### config.mk
export PLATFORM = sky130hd
export DESIGN_NAME = cu_mc_sequencer
export DESIGN_NICKNAME = d
export VERILOG_FILES = /design/src/rtl/carp_cu_pkg.sv /design/src/rtl/cu_opcode_decode.sv /design/src/rtl/cu_mc_sequencer.sv
export SDC_FILE = /design/constraint.sdc
export NUM_CORES = 1
export LEC_CHECK = 0
export BUFFER_PORTS_ARGS = -buffer_cell sky130_fd_sc_hd__buf_4
export CORE_MARGIN = 2
export CORE_UTILIZATION = 45
export CTS_CLUSTER_DIAMETER = 60
export DETAILED_ROUTE_END_ITERATION = 8
export PLACE_DENSITY = 0.72
export SYNTH_ARGS = -nofsm -noshare
export SYNTH_HDL_FRONTEND = slang
export SYNTH_SLANG_ARGS = --single-unit
export TNS_END_PERCENT = 10
### constraint.sdc
create_clock -name CLK -period 2.25 [get_ports CLK]
set_clock_uncertainty 0.05 [all_clocks]
set_input_delay 0.225 -clock CLK [delete_from_list [all_inputs] [get_ports CLK]]
set_output_delay 0.225 -clock CLK [all_outputs]
set_load 0.005 [all_outputs]
### src/rtl/carp_cu_pkg.sv
// Shared encodings for the CARP multi-cycle control unit.
package carp_cu_pkg;

    typedef enum logic [2:0] {
        ST_INIT   = 3'd0,
        ST_FETCH  = 3'd1,
        ST_DECODE = 3'd2,
        ST_EXEC   = 3'd3,
        ST_MEM    = 3'd4,
        ST_WB     = 3'd5,
        ST_TRAP   = 3'd6
    } state_t;

    // Instruction class: selects the EXEC/MEM/WB path taken after DECODE.
    typedef enum logic [2:0] {
        CLS_ALU    = 3'd0,
        CLS_LOAD   = 3'd1,
        CLS_STORE  = 3'd2,
        CLS_BRANCH = 3'd3,
        CLS_JAL    = 3'd4,
        CLS_JALR   = 3'd5
    } op_class_t;

    localparam logic [6:0] OPC_LUI    = 7'b0110111;
    localparam logic [6:0] OPC_AUIPC  = 7'b0010111;
    localparam logic [6:0] OPC_JAL    = 7'b1101111;
    localparam logic [6:0] OPC_JALR   = 7'b1100111;
    localparam logic [6:0] OPC_BRANCH = 7'b1100011;
    localparam logic [6:0] OPC_LOAD   = 7'b0000011;
    localparam logic [6:0] OPC_STORE  = 7'b0100011;
    localparam logic [6:0] OPC_OPIMM  = 7'b0010011;
    localparam logic [6:0] OPC_OP     = 7'b0110011;

    // Immediate formats, shared with the immediate generator.
    localparam logic [2:0] IMM_I = 3'd0;
    localparam logic [2:0] IMM_S = 3'd1;
    localparam logic [2:0] IMM_B = 3'd2;
    localparam logic [2:0] IMM_U = 3'd3;
    localparam logic [2:0] IMM_J = 3'd4;

    localparam logic [1:0] PC_SEL_PC4  = 2'd0;
    localparam logic [1:0] PC_SEL_JALR = 2'd1;
    localparam logic [1:0] PC_SEL_BR   = 2'd2;
    localparam logic [1:0] PC_SEL_JAL  = 2'd3;

    localparam logic [1:0] RF_WR_ALU = 2'd0;
    localparam logic [1:0] RF_WR_MEM = 2'd1;
    localparam logic [1:0] RF_WR_PC4 = 2'd2;

    localparam logic [1:0] SRCA_RS1  = 2'd0;
    localparam logic [1:0] SRCA_PC   = 2'd1;
    localparam logic [1:0] SRCA_ZERO = 2'd2;

    localparam logic SRCB_RS2 = 1'b0;
    localparam logic SRCB_IMM = 1'b1;

endpackage

### src/rtl/cu_opcode_decode.sv
// Purely combinational opcode decoder; the sequencer registers its outputs in DECODE.
module cu_opcode_decode
    import carp_cu_pkg::*;
(
    input  logic [6:0] opcode,
    output logic [2:0] imm_sel,
    output logic [1:0] srca,
    output logic       srcb,
    output op_class_t  op_class,
    output logic       legal
);

    // Opcode to immediate format, ALU operand sources and instruction class.
    always_comb begin
        imm_sel  = IMM_I;
        srca     = SRCA_RS1;
        srcb     = SRCB_RS2;
        op_class = CLS_ALU;
        legal    = 1'b1;
        case (opcode)
            OPC_LUI: begin
                imm_sel = IMM_U;
                srca    = SRCA_ZERO;
                srcb    = SRCB_IMM;
            end
            OPC_AUIPC: begin
                imm_sel = IMM_U;
                srca    = SRCA_PC;
                srcb    = SRCB_IMM;
            end
            OPC_JAL: begin
                imm_sel  = IMM_J;
                op_class = CLS_JAL;
            end
            OPC_JALR: begin
                imm_sel  = IMM_I;
                op_class = CLS_JALR;
            end
            OPC_BRANCH: begin
                imm_sel  = IMM_B;
                op_class = CLS_BRANCH;
            end
            OPC_LOAD: begin
                imm_sel  = IMM_I;
                srcb     = SRCB_IMM;
                op_class = CLS_LOAD;
            end
            OPC_STORE: begin
                imm_sel  = IMM_S;
                srcb     = SRCB_IMM;
                op_class = CLS_STORE;
            end
            OPC_OPIMM: begin
                imm_sel = IMM_I;
                srcb    = SRCB_IMM;
            end
            OPC_OP: begin
                imm_sel = IMM_I;
                srcb    = SRCB_RS2;
            end
            default: legal = 1'b0;
        endcase
    end

endmodule

### src/rtl/cu_mc_sequencer.sv
// Multi-cycle fetch/decode/execute sequencer with memory watchdog and retire counter.
module cu_mc_sequencer
    import carp_cu_pkg::*;
#(
    parameter int TIMEOUT = 16,
    parameter int CNT_W   = 32
) (
    input  logic             CLK,
    input  logic             RST_N,
    input  logic [31:0]      IR,
    input  logic             MEM_RDY,
    input  logic             BR_TAKEN,
    output logic             IR_WE,
    output logic             IMEM_RDEN,
    output logic             DMEM_RDEN,
    output logic             DMEM_WE,
    output logic             PC_WE,
    output logic [1:0]       PC_SEL,
    output logic             RF_WE,
    output logic [1:0]       RF_WR_SEL,
    output logic [1:0]       ALU_SRCA,
    output logic             ALU_SRCB,
    output logic [2:0]       IMM_SEL,
    output logic             ILLEGAL,
    output logic             BUS_ERR,
    output logic [CNT_W-1:0] RETIRED
);

    localparam int WD_W = $clog2(TIMEOUT + 1);

    state_t          state_reg, state_next;
    logic [2:0]      imm_sel_reg;
    logic [1:0]      srca_reg;
    logic            srcb_reg;
    op_class_t       class_reg;
    logic [WD_W-1:0] wd_reg, wd_next;
    logic            wd_expired;
    logic            illegal_reg, bus_err_reg;
    logic [CNT_W-1:0] retired_reg;

    logic [2:0]      dec_imm_sel;
    logic [1:0]      dec_srca;
    logic            dec_srcb;
    op_class_t       dec_class;
    logic            dec_legal;

    // Only the opcode field steers the sequencer.
    logic unused_ir;
    assign unused_ir = ^IR[31:7];

    cu_opcode_decode u_decode (
        .opcode   (IR[6:0]),
        .imm_sel  (dec_imm_sel),
        .srca     (dec_srca),
        .srcb     (dec_srcb),
        .op_class (dec_class),
        .legal    (dec_legal)
    );

    // Watchdog fires on the TIMEOUT-th consecutive wait cycle; a same-cycle MEM_RDY wins.
    always_comb begin
        wd_expired = ((state_reg == ST_FETCH) || (state_reg == ST_MEM)) && !MEM_RDY
                     && (wd_reg == WD_W'(TIMEOUT - 1));
        wd_next = '0;
        if (((state_reg == ST_FETCH) || (state_reg == ST_MEM)) && !MEM_RDY
            && (state_next == state_reg)) begin
            wd_next = wd_reg + WD_W'(1);
        end
    end

    // Next-state and strobe decode from current state and registered selects.
    always_comb begin
        state_next = state_reg;
        IR_WE      = 1'b0;
        IMEM_RDEN  = 1'b0;
        DMEM_RDEN  = 1'b0;
        DMEM_WE    = 1'b0;
        PC_WE      = 1'b0;
        PC_SEL     = PC_SEL_PC4;
        RF_WE      = 1'b0;
        RF_WR_SEL  = RF_WR_ALU;
        case (state_reg)
            ST_INIT: state_next = ST_FETCH;
            ST_FETCH: begin
                IMEM_RDEN = 1'b1;
                if (MEM_RDY) begin
                    IR_WE      = 1'b1;
                    state_next = ST_DECODE;
                end else if (wd_expired) begin
                    state_next = ST_TRAP;
                end
            end
            ST_DECODE: state_next = dec_legal ? ST_EXEC : ST_TRAP;
            ST_EXEC: begin
                case (class_reg)
                    CLS_LOAD, CLS_STORE: state_next = ST_MEM;
                    CLS_BRANCH: begin
                        PC_WE      = 1'b1;
                        PC_SEL     = BR_TAKEN ? PC_SEL_BR : PC_SEL_PC4;
                        state_next = ST_FETCH;
                    end
                    CLS_JAL, CLS_JALR: begin
                        RF_WE      = 1'b1;
                        RF_WR_SEL  = RF_WR_PC4;
                        PC_WE      = 1'b1;
                        PC_SEL     = (class_reg == CLS_JAL) ? PC_SEL_JAL : PC_SEL_JALR;
                        state_next = ST_FETCH;
                    end
                    default: begin
                        RF_WE      = 1'b1;
                        RF_WR_SEL  = RF_WR_ALU;
                        PC_WE      = 1'b1;
                        state_next = ST_FETCH;
                    end
                endcase
            end
            ST_MEM: begin
                if (class_reg == CLS_LOAD) begin
                    DMEM_RDEN = 1'b1;
                end else begin
                    DMEM_WE = 1'b1;
                end
                if (MEM_RDY) begin
                    if (class_reg == CLS_LOAD) begin
                        state_next = ST_WB;
                    end else begin
                        PC_WE      = 1'b1;
                        state_next = ST_FETCH;
                    end
                end else if (wd_expired) begin
                    state_next = ST_TRAP;
                end
            end
            ST_WB: begin
                RF_WE      = 1'b1;
                RF_WR_SEL  = RF_WR_MEM;
                PC_WE      = 1'b1;
                state_next = ST_FETCH;
            end
            ST_TRAP: state_next = ST_TRAP;
            default: state_next = ST_INIT;
        endcase
    end

    // State register and watchdog counter.
    always_ff @(posedge CLK or negedge RST_N) begin
        if (!RST_N) begin
            state_reg <= ST_INIT;
            wd_reg    <= '0;
        end else begin
            state_reg <= state_next;
            wd_reg    <= wd_next;
        end
    end

    // Datapath selects captured in DECODE and held until the next DECODE.
    always_ff @(posedge CLK or negedge RST_N) begin
        if (!RST_N) begin
            imm_sel_reg <= IMM_I;
            srca_reg    <= SRCA_RS1;
            srcb_reg    <= SRCB_RS2;
            class_reg   <= CLS_ALU;
        end else if (state_reg == ST_DECODE) begin
            imm_sel_reg <= dec_imm_sel;
            srca_reg    <= dec_srca;
            srcb_reg    <= dec_srcb;
            class_reg   <= dec_class;
        end
    end

    // Sticky trap flags and retired-instruction counter.
    always_ff @(posedge CLK or negedge RST_N) begin
        if (!RST_N) begin
            illegal_reg <= 1'b0;
            bus_err_reg <= 1'b0;
            retired_reg <= '0;
        end else begin
            if ((state_reg == ST_DECODE) && !dec_legal) begin
                illegal_reg <= 1'b1;
            end
            if (wd_expired) begin
                bus_err_reg <= 1'b1;
            end
            if (PC_WE) begin
                retired_reg <= retired_reg + CNT_W'(1);
            end
        end
    end

    assign IMM_SEL  = imm_sel_reg;
    assign ALU_SRCA = srca_reg;
    assign ALU_SRCB = srcb_reg;
    assign ILLEGAL  = illegal_reg;
    assign BUS_ERR  = bus_err_reg;
    assign RETIRED  = retired_reg;

endmodule

======== Word level (Yosys, flattened, before mapping) ========
Cells that the tools add are included.
operators by class
  $mul .................................... 0
  shift operators ......................... 0
  equality and inequality tests ........... 22
  bitwise gates (word level) .............. 0
  mux-type cells .......................... 31
  divide/modulo/power cells ............... 0
  reduce and logical (&&, ||, !) cells .... 15
  order comparisons ....................... 0
  $add $sub $neg .......................... 2
operators with widths
  operator                                                          number
  32-bit by 1-bit adder with 32-bit output (second input constant)  1
  7-bit by 6-bit == test with 1-bit output (second input constant)  3
  7-bit == test (second input constant)                             3
  3-bit two-way mux                                                 6
  3-bit case mux with 6 select lines                                1
  3-bit == test (second input constant)                             5
  3-bit case mux with 5 select lines                                1
  7-bit by 5-bit == test with 1-bit output (second input constant)  2
  3-bit by 2-bit == test with 1-bit output (second input constant)  4
  1-bit two-way mux                                                 12
  2-bit case mux with 2 select lines                                3
  3-bit case mux with 4 select lines                                1
  9-bit OR reduction                                                1
  2-bit two-way mux                                                 4
  2-bit OR reduction                                                4
  7-bit by 2-bit == test with 1-bit output (second input constant)  1
  3-bit by 1-bit == test with 1-bit output (second input constant)  2
  5-bit by 1-bit adder with 5-bit output (second input constant)    1
  5-bit by 4-bit == test with 1-bit output (second input constant)  1
  5-bit two-way mux                                                 1
  5-bit OR reduction                                                1
  1-bit logical AND                                                 4
  3-bit == test                                                     1
  3-bit zero test                                                   1
  other kinds (5)                                                   6
word-level totals
  memories kept ........................... 0
  logic and storage cells ................. 79
  bits in latches ......................... 0
  ROM bits ................................ 0
  memory bits (writable) .................. 0
  bits in registers ....................... 51
  output and inout bits ................... 50

======== Logic depth before layout (Yosys ltp) ========
  word-level depth ........................ 10
  gate-level depth with buffers ........... 8

======== By module ========
A second synthesis with hierarchy kept.
unflattened totals
  cells, all modules ...................... 253
  area total of the unflattened synthesis .. 2652.5 um^2
modules (own cells, without submodules)
  module            sequential area each (um^2)  cells an instance  instances  area each (um^2)
  cu_mc_sequencer   1276.2                       227                1          2492.4
  cu_opcode_decode  0.0                          26                 1          160.2

======== Least setup slack after synthesis ========
Ideal clock, no wire load.
  path type ............................... flip-flop to flip-flop
  start point ............................. reg class_reg[1]
  end point ............................... reg retired_reg[11] (netlist: RETIRED[11])
  library setup time ...................... 0.079 ns
  required time ........................... 2.121 ns
  cell stages (with the launch flop) ...... 8
  path buffers ............................ 2
  path slack .............................. 0.410 ns
  arrival time ............................ 1.711 ns
  path through ............................ dfrtp_1 buf_6 xor2_1 a21oi_2 o2111ai_4 buf_6 nor4_4 xor2_1
between the ends
  cells in the longest elaborated chain, start to end .. 4
ends and longest elaborated chain
  item                                                                                                         RTL line                                       RTL
  start: declaration                                                                                           cu_mc_sequencer.sv:35                          op_class_t class_reg;
  start signal: assignment                                                                                     cu_mc_sequencer.sv:167                         class_reg <= dec_class;
  3-bit by 1-bit == test with 1-bit output / 3-bit by 2-bit == test with 1-bit output (equally long branches)  cu_mc_sequencer.sv:95, cu_mc_sequencer.sv:124
  1-bit two-way mux / 2-bit OR reduction (equally long branches)                                               cu_mc_sequencer.sv:124, cu_mc_sequencer.sv:95
  1-bit two-way mux (on tied branches)                                                                         cu_mc_sequencer.sv:123, cu_mc_sequencer.sv:95
  1-bit case mux with 3 select lines (*)                                                                       cu_mc_sequencer.sv:82                          case (state_reg)
  end signal: assignment                                                                                       cu_mc_sequencer.sv:185                         retired_reg <= retired_reg + CNT_W'(1);
  end: declaration                                                                                             cu_mc_sequencer.sv:39                          logic [CNT_W-1:0] retired_reg;
Every way passes the cells marked *; elsewhere a longest branch is shown, timed or not.
A chain may end at the register's enable or synchronous reset.

======== Final worst setup path ========
  start point ............................. reg state_reg[1]
  end point ............................... reg retired_reg[30] (netlist: RETIRED[30])
between the ends
  cells in the longest elaborated chain, start to end .. 2
ends and longest elaborated chain
  item                                                                              RTL line                RTL
  start: declaration                                                                cu_mc_sequencer.sv:31   state_t state_reg, state_next;
  start signal: assignment                                                          cu_mc_sequencer.sv:151  state_reg <= state_next;
  3-bit == test / 3-bit by 2-bit == test with 1-bit output (equally long branches)  cu_mc_sequencer.sv:82
  1-bit case mux with 3 select lines (*)                                            cu_mc_sequencer.sv:82
Marked as above.

==> results_dict.tcl <==
set metrics [dict create \
    dieArea_um2 6470 \
    r2r_setup_slack_ps 130 \
    fill_cells 520 \
    crit_slowest_cell "nor4_1" \
    register_area_um2 1280 \
    gp_congestion 0.779 \
    run_status "finished clean" \
    fin_hold_ws_ps 101 \
    wl_met2_um 2690 \
    final_cell_mix "buf_4, dfrtp_1, nand2_1" \
    fin_crit_sh_pct 94.4 \
    stdcell_count 397 \
    clock_path_buffers 2 \
    synth_area_leaders "dfrtp_1, xor2_1, nand2_1" \
    arrival_ps 2290 \
    cp_top_family "simple AND/OR/NAND/NOR gates" \
    hold_violations 0 \
    fin_nets 365 \
    relSlewSlack_pct 58.1 \
    initial_core_util_pct 47.1 \
    track_usage_pct 17.8 \
    ys_types 46 \
    min_path_type "input port to flop" \
    grt_pass1_vias 1912 \
    largest_reg_flops 32 \
    max_freq_mhz 471 \
    cts.sinks 51 \
    gr-total-overflow 0 \
    syn_area_um2 2630 \
    critPathRequiredTime_ps 2420 \
    synth_top_area_cell "dfrtp_1" \
    path_buf_inv 1 \
    num_antenna_cells 0 \
    ys_async_sr_fraction_pct 100 \
    drv_slew 0 \
    end_kind "flop" \
    ys_warn_count 0 \
    peakVddDrop_mv 0.383 \
    num_rows 27 \
    wl_per_cell_um 13.9 \
    grt_max_degree 52 \
    vias_per_cell 5.28 \
    vias 2098 \
    clock_latency_ps 290 \
    numPortBuffers 60 \
    routed-wl-met3_um 288 \
    yosys.area.top_type_share_pct 48.6 \
    min_period_ps 2120 \
    final_cell_area_um2 3300 \
    dp.final_hpwl_um 4000 \
    cts_made_buffers 5 \
    drcViolationCount 0 \
    cts_setup_buffers 0 \
    dr.pass1.iters 4 \
    synth_edf_count 0 \
    design.core.area_um2 5570 \
    synth_seq_cells 51 \
    wl_um 5520 \
    cp_slowest_stage_delay_ps 410 \
    synth_fp_nets 295 \
    cp-start-kind "flop" \
    powerDensity_nw_per_um2 845 \
    rsz0062_at_grt "yes" \
    tritoncts "yes" \
    drt-met1-wl_um 2500 \
    multi_input_area_um2 1270 \
    die_height_um 80.4 \
    final.setup.tns_ps 0 \
    final_common_cell "buf_4" \
    setup_viol 0 \
    maxCapViolCount 0 \
    die_w_um 80.4 \
    antenna_left 0 \
    p_leak_nw 1.62 \
    topRoutingLayerUsed "met4" \
    critical_path_class "flop to flop" \
    synthToLayoutAreaGrowth_pct 25.4 \
    root_buffer "clkbuf_8" \
    synthCells 256 \
    drtIter0Drc 45 \
    antenna_found_initial 0 \
    io_pins 86 \
    drive_gt1_share_pct 29.5 \
    ys_seq_area_share_pct 48.6 \
    crit_chain "nand2b_2 > nor3_2 > buf_4 > o2111ai_2 > nor4_1 > xor2_1" \
    synth_ff_type "dfrtp_1" \
    cp_max_fo 8 \
    syn_avg_cell_area_um2 10.3 \
    tightest_slew_ps 628 \
    placed_area_um2 3190 \
    htree_levels 2 \
    path_clk_slew_ps 90 \
    grt_pass1_wl_um 8980 \
    dp_cells 390 \
]
==> power breakdown <==
group	leakage [nW]	internal, mW	switching [mW]
Clock	0.0371	0.208	0.275
Sequential	0.655	1.08	0.170
Combinational	0.925	0.517	0.532
==> synthesized netlist by cell type, types with 2 or more instances <==
cell type  instances
nor2b_1            2
dfrtp_1           51
ha_1               3
nand2b_1           2
or3_1              2
xor2_1            22
inv_1             12
nor3_1            13
nor4_4             3
nand3b_1           2
and3_1             6
nor2_1            22
a21oi_1            6
a31oi_1            2
and2_1             2
clkbuf_1           5
nor4_2             4
o211ai_1           2
o21ai_0            8
nand4_1            7
a21o_1             2
buf_6              3
nor3_2             3
xnor2_1           12
nand2_1           28
nor4_1             3
nand3_1           10
==> per-stage QoR <==
step / setup slack (ps) / utilization (%) / total power, mW
4_1_cts: 113 / 58.8 / 2.81
5_1_grt: -36.6 / 59.1 / 2.99
6_report: 126 / 59.1 / 2.78
2_1_floorplan: 410 / - / 1.83
3_3_place_gp: 166 / 57.3 / 2.27
3_5_place_dp: 158 / 57.3 / 2.31
==> worst register-to-register path, cell delays in order (launching register included) <==
cell,delay [ps]
dfrtp_1,400
nand2b_2,220
nor3_2,330
buf_4,180
o2111ai_2,280
nor4_1,420
xor2_1,170
==> final cells by class <==
type / instances / share of cell area (%)
multi-input combinational: 184 / 38.5
inverter: 12 / 1.37
tap: 72 / 2.73
clock buffer: 6 / 2.20
sequential: 51 / 38.7
timing repair buffer: 72 / 16.5
==> path summary, 6_finish.rpt <==
kind,end,from,depth (start not counted)
max reg2reg,RETIRED[30]$_DFFE_PN0P_,state_reg[1]$_DFF_PN0_,6
max in group asynchronous,RETIRED[6]$_DFFE_PN0P_,RST_N,2
min reg2reg,BUS_ERR$_DFFE_PN0P_,BUS_ERR$_DFFE_PN0P_,1
min,class_reg[0]$_DFFE_PN0N_,IR[4],2
min in group asynchronous,RETIRED[21]$_DFFE_PN0P_,RST_N,2
max,RETIRED[30]$_DFFE_PN0P_,state_reg[1]$_DFF_PN0_,6
==> kinds of logic after synthesis <==
| family | Yosys count | share of synthesized area (%) |
|---|---|---|
| simple gates | 116 | 26.0 |
| flops | 51 | 48.6 |
| xor+xnor | 34 | 11.3 |
| compound gates | 30 | 8.38 |
| buf+inv | 21 | 3.90 |
| fa+ha+maj | 3 | 1.43 |
| mux | 1 | 0.429 |
==> routing by layer <==
layer | vias to the layer above | global-route usage (%)
met5 | - | 0
met4 | 0 | 4.58
met3 | 5 | 4.49
met2 | 53 | 30.3
met1 | 1016 | 22.6
li1 | 1024 | -
==> repair_timing <==
| action | CTS | global route |
|---|---|---|
| gates resized for setup | 0 | 3 |
| setup endpoints to repair | 0 | 4 |
| hold endpoints to repair | 51 | 0 |
| hold buffers | 1 | 0 |
(Power assumes the default switching activity.)
